$ cat src/rtl/selevy_mem_arb.sv
// Shares the single pipelined memory port between instruction fetch and load/store.
// Grants are same-cycle; a tag pipe routes read data back to the issuing requester.
module selevy_mem_arb #(
  parameter int unsigned ADDR_W      = 32,
  parameter int unsigned DATA_W      = 32,
  parameter int unsigned MEM_LAT     = 1,
  parameter int unsigned MAX_DSTREAK = 4
) (
  input  logic                CLK,
  input  logic                reset,
  input  logic                if_req,
  input  logic [ADDR_W-1:0]   if_addr,
  output logic                if_gnt,
  output logic                if_rvalid,
  output logic [DATA_W-1:0]   if_rdata,
  input  logic                d_req,
  input  logic                d_we,
  input  logic [DATA_W/8-1:0] d_be,
  input  logic [ADDR_W-1:0]   d_addr,
  input  logic [DATA_W-1:0]   d_wdata,
  output logic                d_gnt,
  output logic                d_rvalid,
  output logic [DATA_W-1:0]   d_rdata,
  output logic                mem_en,
  output logic                mem_we,
  output logic [DATA_W/8-1:0] mem_be,
  output logic [ADDR_W-1:0]   mem_addr,
  output logic [DATA_W-1:0]   mem_wdata,
  input  logic [DATA_W-1:0]   mem_rdata,
  output logic                busy
);

  localparam int unsigned BE_W = DATA_W / 8;
  localparam int unsigned SK_W = $clog2(MAX_DSTREAK) + 1;
  localparam logic [SK_W-1:0] SK_MAX = SK_W'(MAX_DSTREAK);

  logic [SK_W-1:0]    streak;
  logic [MEM_LAT-1:0] tag_v;
  logic [MEM_LAT-1:0] tag_d;
  logic               if_win;
  logic               d_win;
  logic               rd_issue;
  logic               top_v;
  logic               top_d;

  // Winner selection: D by default, IF once the D streak has hit its limit.
  always_comb begin
    if_win = 1'b0;
    d_win  = 1'b0;
    if (!reset) begin
      if (if_req && (!d_req || streak == SK_MAX)) begin
        if_win = 1'b1;
      end else if (d_req) begin
        d_win = 1'b1;
      end
    end
  end

  assign if_gnt   = if_win;
  assign d_gnt    = d_win;
  assign rd_issue = if_win | (d_win & ~d_we);

  // Memory port mux driven straight from the winner; idle port is all zeros.
  always_comb begin
    mem_en    = 1'b0;
    mem_we    = 1'b0;
    mem_be    = '0;
    mem_addr  = '0;
    mem_wdata = '0;
    if (if_win) begin
      mem_en   = 1'b1;
      mem_be   = {BE_W{1'b1}};
      mem_addr = if_addr;
    end else if (d_win) begin
      mem_en    = 1'b1;
      mem_we    = d_we;
      mem_be    = d_be;
      mem_addr  = d_addr;
      mem_wdata = d_wdata;
    end
  end

  // D streak: counts D wins that made a waiting fetch wait; cleared when fetch wins or idles.
  always_ff @(posedge CLK) begin
    if (reset || !if_req || if_win) begin
      streak <= '0;
    end else if (d_win && streak != SK_MAX) begin
      streak <= streak + SK_W'(1);
    end
  end

  // Tag pipe: one stage per cycle of memory latency; only reads carry a valid tag.
  always_ff @(posedge CLK) begin
    if (reset) begin
      tag_v <= '0;
      tag_d <= '0;
    end else begin
      tag_v <= MEM_LAT'({tag_v, rd_issue});
      tag_d <= MEM_LAT'({tag_d, d_win});
    end
  end

  assign top_v = tag_v[MEM_LAT-1];
  assign top_d = tag_d[MEM_LAT-1];

  // Response routing; a reset cycle suppresses any response still draining out.
  assign if_rvalid = ~reset & top_v & ~top_d;
  assign d_rvalid  = ~reset & top_v & top_d;
  assign if_rdata  = if_rvalid ? mem_rdata : '0;
  assign d_rdata   = d_rvalid  ? mem_rdata : '0;

  assign busy = mem_en | (|tag_v);

endmodule

$ cat config.mk
export PLATFORM = sky130hd
export DESIGN_NAME = selevy_mem_arb
export DESIGN_NICKNAME = d
export VERILOG_FILES = /design/src/rtl/selevy_mem_arb.sv
export SDC_FILE = /design/constraint.sdc
export NUM_CORES = 1
export LEC_CHECK = 0
export CELL_PAD_IN_SITES_DETAIL_PLACEMENT = 1
export CELL_PAD_IN_SITES_GLOBAL_PLACEMENT = 1
export CORE_AREA = 2 2 106 108
export CTS_CLUSTER_SIZE = 40
export DETAILED_ROUTE_END_ITERATION = 12
export DIE_AREA = 0 0 108 110
export DONT_BUFFER_PORTS = 1
export PLACE_DENSITY = 0.39
export REMOVE_ABC_BUFFERS = 1
export SETUP_SLACK_MARGIN = 0.05
export SLEW_MARGIN = 20
export SYNTH_ARGS = -nofsm -noshare
export SYNTH_HDL_FRONTEND = slang
export SYNTH_SLANG_ARGS = --single-unit
$ cat constraint.sdc
create_clock -name CLK -period 2 [get_ports CLK]
set_input_delay 0.4 -clock CLK [delete_from_list [all_inputs] [get_ports CLK]]
set_output_delay 0.4 -clock CLK [all_outputs]
set_load 0.01 [all_outputs]
== Word-level counts from Yosys, hierarchy flattened ==
Index checks and enable logic that the tools add are counted.
Storage, ports and cells
  bits in registers: 5
  output and inout bits: 139
  logic and storage cells: 39
Operators by class
  add/subtract/negate cells: 1
  equality and inequality tests: 2
  mux-type cells: 17
  bitwise gates (word level): 9
  reduce and logical (&&, ||, !) cells: 7
Operators by type and width (number)
  $mux 32: 6
  $mux 1: 9
  $mux 4: 2
  $and 1x1->1: 4
  $add 3x1->3 const B: 1
  $eq 3x3->1 const B: 1
  $logic_or 1x1->1: 3
  $ne 3x3->1 const B: 1
  $not 1->1: 3
  $logic_and 1x1->1: 2
  $logic_not 1->1: 2
  $or 1x1->1: 2

== Depth between registers and ports, before layout ==
Gate-level depths: netlist (run 1).
  word-level depth: 8
  gate-level depth with buffers: 7
  gate-level depth less buffers: 5

== Worst setup path after synthesis (run 1) ==
OpenSTA, ideal clock, no wires.
  path type: flip-flop to output port
  start: register streak[0]
  end: output port mem_addr[17]
  arrival: 1.496 ns
  required time: 1.600 ns
  setup slack: 0.104 ns
  cell stages (with the launch flop): 7
  buffers on the path: 2
  cells stage by stage: dfxtp_1 inv_1 ha_1 a311oi_2 buf_4 buf_4 a22o_1
Between the ends
  cells in the longest elaborated chain, start to end: 7
  elaborated cells between the ends (all ways): 9
Ends and longest elaborated chain
  start: declaration: line 37  | logic [SK_W-1:0] streak;
  start signal: assignment: line 88  | streak <= streak + SK_W'(1);
  $eq 3x3->1 *: line 51  | if (if_req && (!d_req || streak == SK_MAX)) begin
  $logic_or 1x1->1 *: line 51
  $logic_and 1x1->1 *: line 51
  $mux 1: line 51
  $mux 1: line 50  | if (!reset) begin
  $mux 32: line 74  | end else if (d_win) begin
  $mux 32 *: line 70  | if (if_win) begin
  end: declaration: line 27  | output logic [ADDR_W-1:0] mem_addr,
Mark *: on every way between the ends. The rest lies on a longest branch, timed or not.

== Worst setup path in the final report (run 1) ==
  start: register streak[1]
  end: output port mem_addr[3]
Same word-level chain as after synthesis.

==> results of run 1 <==
[final cells by class]
type | instances | share of cell area
diodes | 2 | 0.00232
clock buffers | 4 | 0.0208
inverters | 4 | 0.00695
multi-input cells | 152 | 0.660
flip-flops and latches | 5 | 0.0475
well taps | 140 | 0.0811
repair buffers | 23 | 0.181
[cell usage after synthesis (2+ instances only)]
library cell / count
sky130_fd_sc_hd__and2_1: 97
sky130_fd_sc_hd__a22o_1: 32
sky130_fd_sc_hd__clkbuf_1: 10
sky130_fd_sc_hd__buf_4: 6
sky130_fd_sc_hd__a21o_1: 5
sky130_fd_sc_hd__dfxtp_1: 5
sky130_fd_sc_hd__inv_1: 4
sky130_fd_sc_hd__nor2_1: 4
sky130_fd_sc_hd__ha_1: 2
sky130_fd_sc_hd__nand2_1: 2
[power groups by stage]
| stage | Sequential (mW) | Clock (mW) | Combinational (mW) |
|---|---|---|---|
| floorplan | 0.107 | 0 | 0.172 |
| global placement | 0.108 | 0 | 0.227 |
| detailed placement | 0.108 | 0 | 0.230 |
| CTS | 0.107 | 0.204 | 0.358 |
| global route | 0.107 | 0.206 | 0.393 |
| finish | 0.106 | 0.204 | 0.373 |
[cell families (layout without fill, tap and decap cells)]
logic type	Yosys count	in the layout	synth area share
compound gates	40	40	0.276
fa+ha+maj	2	2	0.0198
buf+inv	21	31	0.0810
flops	5	5	0.0791
mux	1	1	0.00791
other cells	0	2	0
simple gates	109	109	0.537
[how the worst min path moves through the flow]
stage | from | endpoint | slack [ns] | cells past startpoint
2_1_floorplan | streak[0] | streak[0] | 0.42 | 1
3_3_place_gp | reset | tag_d | 0.49 | 1
3_5_place_dp | reset | tag_d | 0.48 | 1
4_1_cts | reset | tag_d | 0.24 | 1
5_1_grt | reset | tag_d | 0.25 | 1
6_report | reset | tag_d | 0.25 | 1
[layer usage]
metal | GRT usage | vias up | wire length (um)
met3 | 0.0700 | 7 | 1310
met2 | 0.267 | 168 | 5260
met4 | 0.0504 | 0 | 98
li1 | - | 626 | -
met5 | 0 | - | 0
met1 | 0.112 | 706 | 2540
[through the flow]
step	setup WS, ns	std cells	hold slack [ns]	area [um2]	TNS [ns]
final	-0.0902	330	0.245	2160	-2.69
after global routing	-0.128	330	0.252	2160	-4.99
after CTS	-0.0510	325	0.244	2070	-1.13
after detailed placement	0.00369	310	0.482	1480	0
after global placement	0.0290	310	0.489	1480	0
after floorplan	-1.33	161	0.425	1180	-91.98
[flip-flops by register name, indices dropped and copies added (netlist names)]
signal,cells
tag_d,1
streak,3
tag_v,1
[worst register-to-register path: stages, from the launching register on]
cell	delay (ns)
sky130_fd_sc_hd__dfxtp_2	0.33
sky130_fd_sc_hd__inv_2	0.05
sky130_fd_sc_hd__ha_4	0.17
sky130_fd_sc_hd__a311oi_4	0.31
sky130_fd_sc_hd__buf_6	0.16
sky130_fd_sc_hd__buf_6	0.13
sky130_fd_sc_hd__buf_16	0.14
sky130_fd_sc_hd__a21o_1	0.11
[what timing repair did]
item / in CTS / in global routing
endpoints found under the setup margin: 66 / 66
cloned: 6 / 2
gates resized for setup: 74 / 5
pin swaps: 32 / 8
buffers inserted: 7 / 1
==> impl_results.md, run 1 <==
- Status: finished, violations left
- Violations in the final reports: setup timing
- Actual slew at the worst max-slew pin: 0.396 ns
- Predominant post-synthesis flop cell: sky130_fd_sc_hd__dfxtp_1
- Commonest cells after routing, fill and taps aside: sky130_fd_sc_hd__and2_1 (67), sky130_fd_sc_hd__and2_4 (30), sky130_fd_sc_hd__a22o_4 (28)
- Number of flops mapped to enable cells by yosys: 0
- Area share of the largest cell type after synthesis: 0.479
- Kind of cell adding the most delay to the critical path: compound AO/OA/AOI/OAI gates
- Final Skew: 0.00419 ns
- Clock root buffer: sky130_fd_sc_hd__clkbuf_8
- Overall die height: 110 um
- Count of mapped cells out of synthesis: 178
- Final Critical Period: 2.09 ns
- Hold_buf cts: 0
- Clock slew seen by the registers of the worst setup and hold paths: 0.04 ns
- Horizontal die dimension: 108 um
- Mean instance size in the synthesized netlist: 7.11 um2
- Critical path capture point: mem_addr[3]
- Minimum setup slack in the final design: -0.0902 ns
- Drt first-iter violations: 53
- YS warnings: 0
- CP max stage cell: sky130_fd_sc_hd__dfxtp_2
- Part of the total power dissipated in the clock network: 0.298
- Register-to-register path setup slack: 0.55 ns
- FFs w/ async S/R, synth: 0
- Share of total power in sequential cells: 0.156
- Total congestion overflow: 0
- Overall power after layout: 0.683 mW
- Routability congestion estimate: 0.742
- Timing-limited maximum frequency: 478 MHz
- Final-report hold violation count: 0
- Required time at the worst-slack endpoint: 1.60 ns
- Number of H-tree levels: 1
- Netlist area before placement: 1270 um2
- Min-delay worst type: in2reg
- End-of-flow core utilization: 0.202
- Via count of the first global-routing pass: 1,531
- Number of gates on the worst path with buffers counted: 7
- Cell leakage power: 0.966 nW
- Switching part of the total power: 0.362
- Footprint of the multi-input gates: 1430 um2
- Routed via count divided by cell count: 4.57
- Kind of capture point of the worst setup path: primary output
- Count of boundary I/O pins: 276
- Setup violation total in the final timing report: 66
- Int Pwr: 0.436 mW
- Number of violations of the max-capacitance limit: 0
- Commonest non-fill, non-tap cell in the layout: sky130_fd_sc_hd__and2_1
- Cell chain of the critical path: inv_2 > ha_4 > a311oi_4 > buf_6 > buf_8 > buf_16 > a22o_1
- Depth of the worst register-to-register path: 7
- First-pass GRT wire length: 11,300 um
- Power per Cell Area: 316 nW/um2
- Starting density of the core: 0.118
- Via total after detailed routing: 1,507
- Largest area contributor in the synthesized netlist: sky130_fd_sc_hd__and2_1
- FF/Latch Area: 103 um2
- Worst r2r dst: tag_v
- Area of the die: 11,900 um2
- Num Clock Sinks: 5
- TritonCTS clock tree: built
- Category of the most critical setup path: reg2out
- Number of antenna violations at the first check in global routing: 2
- Startpoint of the most critical setup path: streak[1]
- Fraction of final layout cells with drive strength greater than 1: 0.500
- Core Rows: 38
- Portion of the clock cycle consumed by the worst path in the final layout: 1.05
- Routed WL per cell: 27.9 um
- Crit path largest cell delay: 0.33 ns
- Combinational power share: 0.546
- VDD IR-drop max: 0.130 mV
- Clk Latency, worst-skew pair: 0.23 ns
- #FFs+latches synth: 5
- Synth top area cells: sky130_fd_sc_hd__and2_1 (48%), sky130_fd_sc_hd__a22o_1 (22%), sky130_fd_sc_hd__dfxtp_1 (7.9%)
- Clock buffers created by TritonCTS: 3
- Final ANT Viol Nets: 0
- Number of buffers inserted by port buffering: 0
- DR DRC count: 0
- CP arrival: 1.69 ns
- Number of inserted filler cells in the final layout: 1,227
- Bufs and invs on worst path: 4
- Post-synthesis sequential area ratio: 0.0791
- Area added between synthesis and finish: 70.7%
- Final count of pins violating max slew: 0
- Largest buffer count on any clock path: 2
- HPWL Detailed: 6880 um
- Total iterations of the first detailed-routing run: 4
- Net Sw Power: 0.247 mW
- Maximum fanout encountered on the critical timing path: 8
- Final #Nets: 328
- Area of the core: 10,700 um2
- Worst slew margin relative to its limit: 0.735
- Origin of the critical flop-to-flop path: streak[1]
- Unrepaired setup endpoints after global routing: true
- Total wire length after detailed routing: 9210 um
- Global-route total usage across every layer: 0.134
- Unique masters post-synth: 21
- Pin count of the biggest net entering global routing: 34
- Startpoint type of the worst setup path: flop
Note: power is estimated with default switching activity, not from simulation.
==> run 2, diff against run 1 <==
- BUFFER_PORTS_ARGS: unset -> -buffer_cell sky130_fd_sc_hd__clkbuf_2
- DONT_BUFFER_PORTS: 1 -> unset
- PLACE_DENSITY: 0.39 -> 0.81
==> run 2 against run 1 <==
Compared with the run above: highest routed layer unchanged; sequential power about the same; power rose by 29%; register-to-register slack worse by 0.03 ns; die area unchanged; the run still ends with setup timing left; sequential cell count unchanged; largest cell class is now buffers; cell count up 84%; hold slack gained 0.23 ns; via count grew 62%; clock power decreased by 9%.
==> impl_results.md, run 2 (synthesis gave the netlist of run 1 again) <==
- Maximum fanout encountered on the critical timing path: 8
- Clock buffers created by TritonCTS: 3
- VDD IR-drop max: 0.132 mV
- Core Rows: 38
- Num Clock Sinks: 5
- Worst slew margin relative to its limit: 0.784
- Clk Latency, worst-skew pair: 0.22 ns
- Final ANT Viol Nets: 0
- DR DRC count: 0
- Leading registers by flop count: streak x3, tag_d x1, tag_v x1
- Total wire length after detailed routing: 11,100 um
- Area of the die: 11,900 um2
- Final #Nets: 606
- Portion of the clock cycle consumed by the worst path in the final layout: 1.08
- Commonest cells after routing, fill and taps aside: sky130_fd_sc_hd__clkbuf_2 (238), sky130_fd_sc_hd__and2_1 (86), sky130_fd_sc_hd__a22o_1 (29)
- Worst Hold Depth: 3
- Number of violations of the max-capacitance limit: 0
- Largest buffer count on any clock path: 2
- Min-delay worst type: in2reg
- Fraction of final layout cells with drive strength greater than 1: 0.704
- Startpoint type of the worst setup path: flop
- Category of the most critical setup path: reg2out
- Cell area reported after detailed placement: 2880 um2
- Pin count of the biggest net entering global routing: 34
- Unrepaired setup endpoints after global routing: true
- Number of H-tree levels: 1
- Setup violation total in the final timing report: 69
- Final Skew: 0.000383 ns
- First-pass GRT wire length: 15,200 um
- Antenna diode count: 0
- Power per Cell Area: 260 nW/um2
- Routed WL per cell: 18.3 um
- Via count of the first global-routing pass: 2,500
- HPWL Detailed: 9180 um
- Cell chain of the critical path: inv_2 > ha_4 > a311oi_4 > buf_6 > buf_8 > buf_16 > a22o_1 > buf_2
- Total congestion overflow: 0
- Final-report hold violation count: 0
- Count of boundary I/O pins: 276
- Crit path largest cell delay: 0.33 ns
- Origin of the critical flop-to-flop path: streak[1]
- CP arrival: 1.75 ns
- Final instance area: 3380 um2
- Required time at the worst-slack endpoint: 1.60 ns
- Starting density of the core: 0.118
- Largest register FFs: 3
- Number of antenna violations at the first check in global routing: 0
- Number of inserted filler cells in the final layout: 1,360
- DP Worst Slack: -0.0706 ns
- Startpoint of the most critical setup path: streak[1]
- Critical path capture point: mem_addr[18]
- Timing-limited maximum frequency: 464 MHz
- Drt first-iter violations: 121
- Hold_buf cts: 0
- Final Critical Period: 2.15 ns
- Total iterations of the first detailed-routing run: 4
- Worst r2r dst: tag_v
- Routed via count divided by cell count: 4.04
- Final count of pins violating max slew: 0
- Area added between synthesis and finish: 167%
- Violations in the final reports: setup timing
- Global-route total usage across every layer: 0.171
- CP max stage cell: sky130_fd_sc_hd__dfxtp_2
- Clock slew seen by the registers of the worst setup and hold paths: 0.03 ns
- Via total after detailed routing: 2,448
- Horizontal die dimension: 108 um
- Overall die height: 110 um
- Number of buffers inserted by port buffering: 275
- Register with the highest flop count: streak
- Area of the core: 10,700 um2
- Status: finished, violations left
- Routability congestion estimate: 0.931
- Register-to-register path setup slack: 0.52 ns
- TritonCTS clock tree: built
- Cell leakage power: 2.05 nW
- Kind of capture point of the worst setup path: primary output
- Clock root buffer: sky130_fd_sc_hd__clkbuf_8
- Commonest non-fill, non-tap cell in the layout: sky130_fd_sc_hd__clkbuf_2
- Depth of the worst register-to-register path: 8
- Actual slew at the worst max-slew pin: 0.322 ns
- Minimum setup slack in the final design: -0.153 ns
## run 2: repair_timing
| action | CTS | global route |
|---|---|---|
| buffers inserted | 11 | 1 |
| gates resized for setup | 30 | 65 |
| pin swaps | 11 | 15 |
| endpoints found under the setup margin | 71 | 70 |
| gates cloned | 5 | 0 |
## run 2: how the worst min path moves through the flow
stage	start	endpoint	slack, ns
detailed placement	streak[0]	streak[0]	0.54
finish	d_we	tag_v	0.47
CTS	d_we	tag_v	0.48
global route	d_we	tag_v	0.48
global placement	streak[0]	streak[0]	0.50
floorplan	streak[0]	streak[0]	0.42
## run 2: where the power goes
part	switching, mW	total, mW	internal (mW)
Clock	0.0493	0.186	0.137
Sequential	0.00195	0.106	0.104
Combinational	0.268	0.587	0.320
## run 2: cell type report
type                            count  area [um2]  area share
Multi-Input combinational cell    152        1160       0.343
Tap cell                          140         175      0.0518
Sequential cell                     5         103      0.0303
Clock buffer                        4        45.0      0.0133
Timing Repair Buffer              301        1890       0.557
Inverter                            4        15.0     0.00444
## run 2: metrics by stage
step / hold WS, ns / util / power (mW) / cells / TNS, ns
finish: 0.471 / 0.316 / 0.880 / 606 / -7.18
detailed placement: 0.536 / 0.269 / 0.594 / 586 / -1.30
CTS: 0.477 / 0.302 / 0.857 / 605 / -6.65
global placement: 0.502 / 0.269 / 0.585 / 586 / -0.0945
floorplan: 0.425 / - / 0.279 / 161 / -91.98
global route: 0.483 / 0.316 / 0.942 / 606 / -13.28
## run 2: per-layer routing
layer | up-vias | track usage | wire [um]
met5 | - | 0 | 0
met4 | 0 | 0.0266 | 90
met3 | 6 | 0.0335 | 974
met2 | 175 | 0.311 | 5630
met1 | 1095 | 0.213 | 4390
li1 | 1172 | - | -
## run 2: critical path, delay by kind of cell (launching register included)
kind                     cells  cell delay [ns]
adder cells (fa/ha/maj)      1             0.17
AO/OA/AOI/OAI                2             0.44
buffers and inverters        5             0.58
flip-flops                   1             0.33
==> run 3, diff against run 2 <==
- CORE_AREA: 2 2 106 108 -> unset
- CORE_ASPECT_RATIO: unset -> 0.6
- CORE_MARGIN: unset -> 1
- CORE_UTILIZATION: unset -> 12
- DIE_AREA: 0 0 108 110 -> unset
- PLACE_DENSITY: 0.81 -> 0.82
- TNS_END_PERCENT: unset -> 10
==> run 3 against run 2 <==
Compared with the run above: the flow still finishes with violations (setup timing); via count down 1.7%; count of clock-buffer cells in the layout unchanged; core utilization up 1.2 points; critical path depth unchanged; hold slack worse by 0.038 ns; highest routed layer unchanged; combinational power down 6.8%; cell count down 2.0%.
==> impl_results.md, run 3 (synthesis gave the netlist of run 1 again) <==
- Final Critical Period: 2.18 ns
- Antenna diode count: 0
- Horizontal die dimension: 135 um
- Via total after detailed routing: 2,406
- Area added between synthesis and finish: 160%
- Hold_buf cts: 0
- Startpoint of the most critical setup path: streak[1]
- Count of boundary I/O pins: 276
- Clock buffers created by TritonCTS: 3
- Kind of cell adding the most delay to the critical path: buffers and inverters
- Bufs and invs on worst path: 5
- End-of-flow core utilization: 0.328
- Category of the most critical setup path: reg2out
- Register with the highest flop count: streak
- Num Clock Sinks: 5
- Clock slew seen by the registers of the worst setup and hold paths: 0.03 ns
- Number of antenna violations at the first check in global routing: 0
- Number of gates on the worst path with buffers counted: 8
- Total Neg Setup Slack: -7.54 ns
- Largest register FFs: 3
- Overall die height: 81.6 um
- Cell leakage power: 2.02 nW
- Origin of the critical flop-to-flop path: streak[1]
- Startpoint type of the worst setup path: flop
- CP arrival: 1.78 ns
- Total iterations of the first detailed-routing run: 4
- Final ANT Viol Nets: 0
- DR DRC count: 0
- Status: finished, violations left
- Minimum setup slack in the final design: -0.177 ns
- Pin count of the biggest net entering global routing: 34
- TritonCTS clock tree: built
- Kind of capture point of the worst setup path: primary output
- Number of H-tree levels: 1
- Power per Cell Area: 299 nW/um2
- Routed WL per cell: 15.6 um
- Final instance area: 3300 um2
- Number of violations of the max-capacitance limit: 0
- Drt first-iter violations: 37
- Worst r2r dst: tag_v
- Register-to-register path setup slack: 0.68 ns
- Actual slew at the worst max-slew pin: 0.290 ns
- Critical path capture point: mem_addr[23]
- Global-route total usage across every layer: 0.150
- Depth of the worst register-to-register path: 6
- Clk Latency, worst-skew pair: 0.23 ns
- Fraction of final layout cells with drive strength greater than 1: 0.678
- Worst slew margin relative to its limit: 0.806
- Final #Nets: 599
- Routability congestion estimate: 0.744
- Total congestion overflow: 0
- Starting density of the core: 0.126
- Crit path largest cell delay: 0.33 ns
- Area of the core: 10,100 um2
- Portion of the clock cycle consumed by the worst path in the final layout: 1.09
- Total wire length after detailed routing: 9290 um
- Largest buffer count on any clock path: 2
- Setup violation total in the final timing report: 65
- Cell area reported after detailed placement: 2850 um2
- Commonest cells after routing, fill and taps aside: sky130_fd_sc_hd__clkbuf_2 (212), sky130_fd_sc_hd__and2_1 (93), sky130_fd_sc_hd__buf_2 (47)
- Via count of the first global-routing pass: 2,388
- HPWL Detailed: 7520 um
- Cell chain of the critical path: inv_2 > ha_4 > a311oi_4 > buf_4 > buf_12 > clkbuf_16 > a22o_1 > buf_6
- Final Skew: 0.000642 ns
- Required time at the worst-slack endpoint: 1.60 ns
- Unrepaired setup endpoints after global routing: true
- Violations in the final reports: setup timing
- Final count of pins violating max slew: 0
- Number of buffers inserted by port buffering: 275
- First-pass GRT wire length: 12,800 um
- Core Rows: 28
- Timing-limited maximum frequency: 459 MHz
- Clock root buffer: sky130_fd_sc_hd__clkbuf_16
- Leading registers by flop count: streak x3, tag_d x1, tag_v x1
- Final-report hold violation count: 0
- CP max stage cell: sky130_fd_sc_hd__dfxtp_2
- VDD IR-drop max: 0.212 mV
- Overall power after layout: 0.987 mW
- Maximum fanout encountered on the critical timing path: 4
- Commonest non-fill, non-tap cell in the layout: sky130_fd_sc_hd__clkbuf_2
- Area of the die: 11,000 um2
- Routed via count divided by cell count: 4.05
- Min-delay worst type: in2reg
## run 3: changes by cell type in the layout (fill, tap and decap cells not counted), sizes merged
cell,before,now
clkbuf,244,220
buf,61,78
## run 3: cell type report
type | count | area (um2)
fillers | 1292 | 6760
repair buffers | 294 | 1820
multi-input cells | 152 | 1120
well taps | 135 | 169
flip-flops and latches | 5 | 103
clock buffers | 4 | 78.8
inverters | 4 | 15.0
## run 3: metrics by stage
step	setup slack, ns	hold WS (ns)	cells
after detailed placement	-0.0645	0.463	577
after global routing	-0.235	0.449	594
after global placement	-0.0176	0.443	577
final	-0.177	0.433	594
after CTS	-0.181	0.438	593
after floorplan	-1.33	0.425	161
## run 3: power by group
group / total (mW) / leakage (nW) / switching, mW / internal (mW)
Sequential: 0.106 / 0.0419 / 0.00217 / 0.104
Combinational: 0.547 / 1.94 / 0.243 / 0.304
Clock: 0.333 / 0.0382 / 0.0687 / 0.264
Total: 0.987 / 2.02 / 0.314 / 0.673
## run 3: worst register-to-register path, delay by kind of cell (launching register included)
kind,cells,cell delay [ns]
buffers and inverters,3,0.36
AO/OA/AOI/OAI,2,0.41
flip-flops,1,0.33
adder cells (fa/ha/maj),1,0.17
## run 3: timing repair
| item | 4_1_cts | 5_1_grt |
|---|---|---|
| resized for setup | 22 | 76 |
| cloned | 5 | 1 |
| setup buffers | 7 | 0 |
| pin swaps | 7 | 4 |
| endpoints found under the setup margin | 71 | 71 |
## run 3: routing by layer
metal	part of all wire	up-vias	wire [um]	track usage
li1	-	1163	-	-
met1	0.42	1100	3870	0.183
met2	0.50	133	4630	0.271
met3	0.075	10	697	0.0352
met4	0.010	0	93	0.0337
met5	0	-	0	0
## run 3: worst min path at each step
stage | from | endpoint | slack, ns | cells after the start
floorplan | streak[0] | streak[0] | 0.42 | 1
global placement | streak[0] | streak[0] | 0.44 | 1
detailed placement | streak[0] | streak[0] | 0.46 | 1
CTS | d_we | tag_v | 0.44 | 3
global route | d_we | tag_v | 0.45 | 3
finish | d_we | tag_v | 0.43 | 3
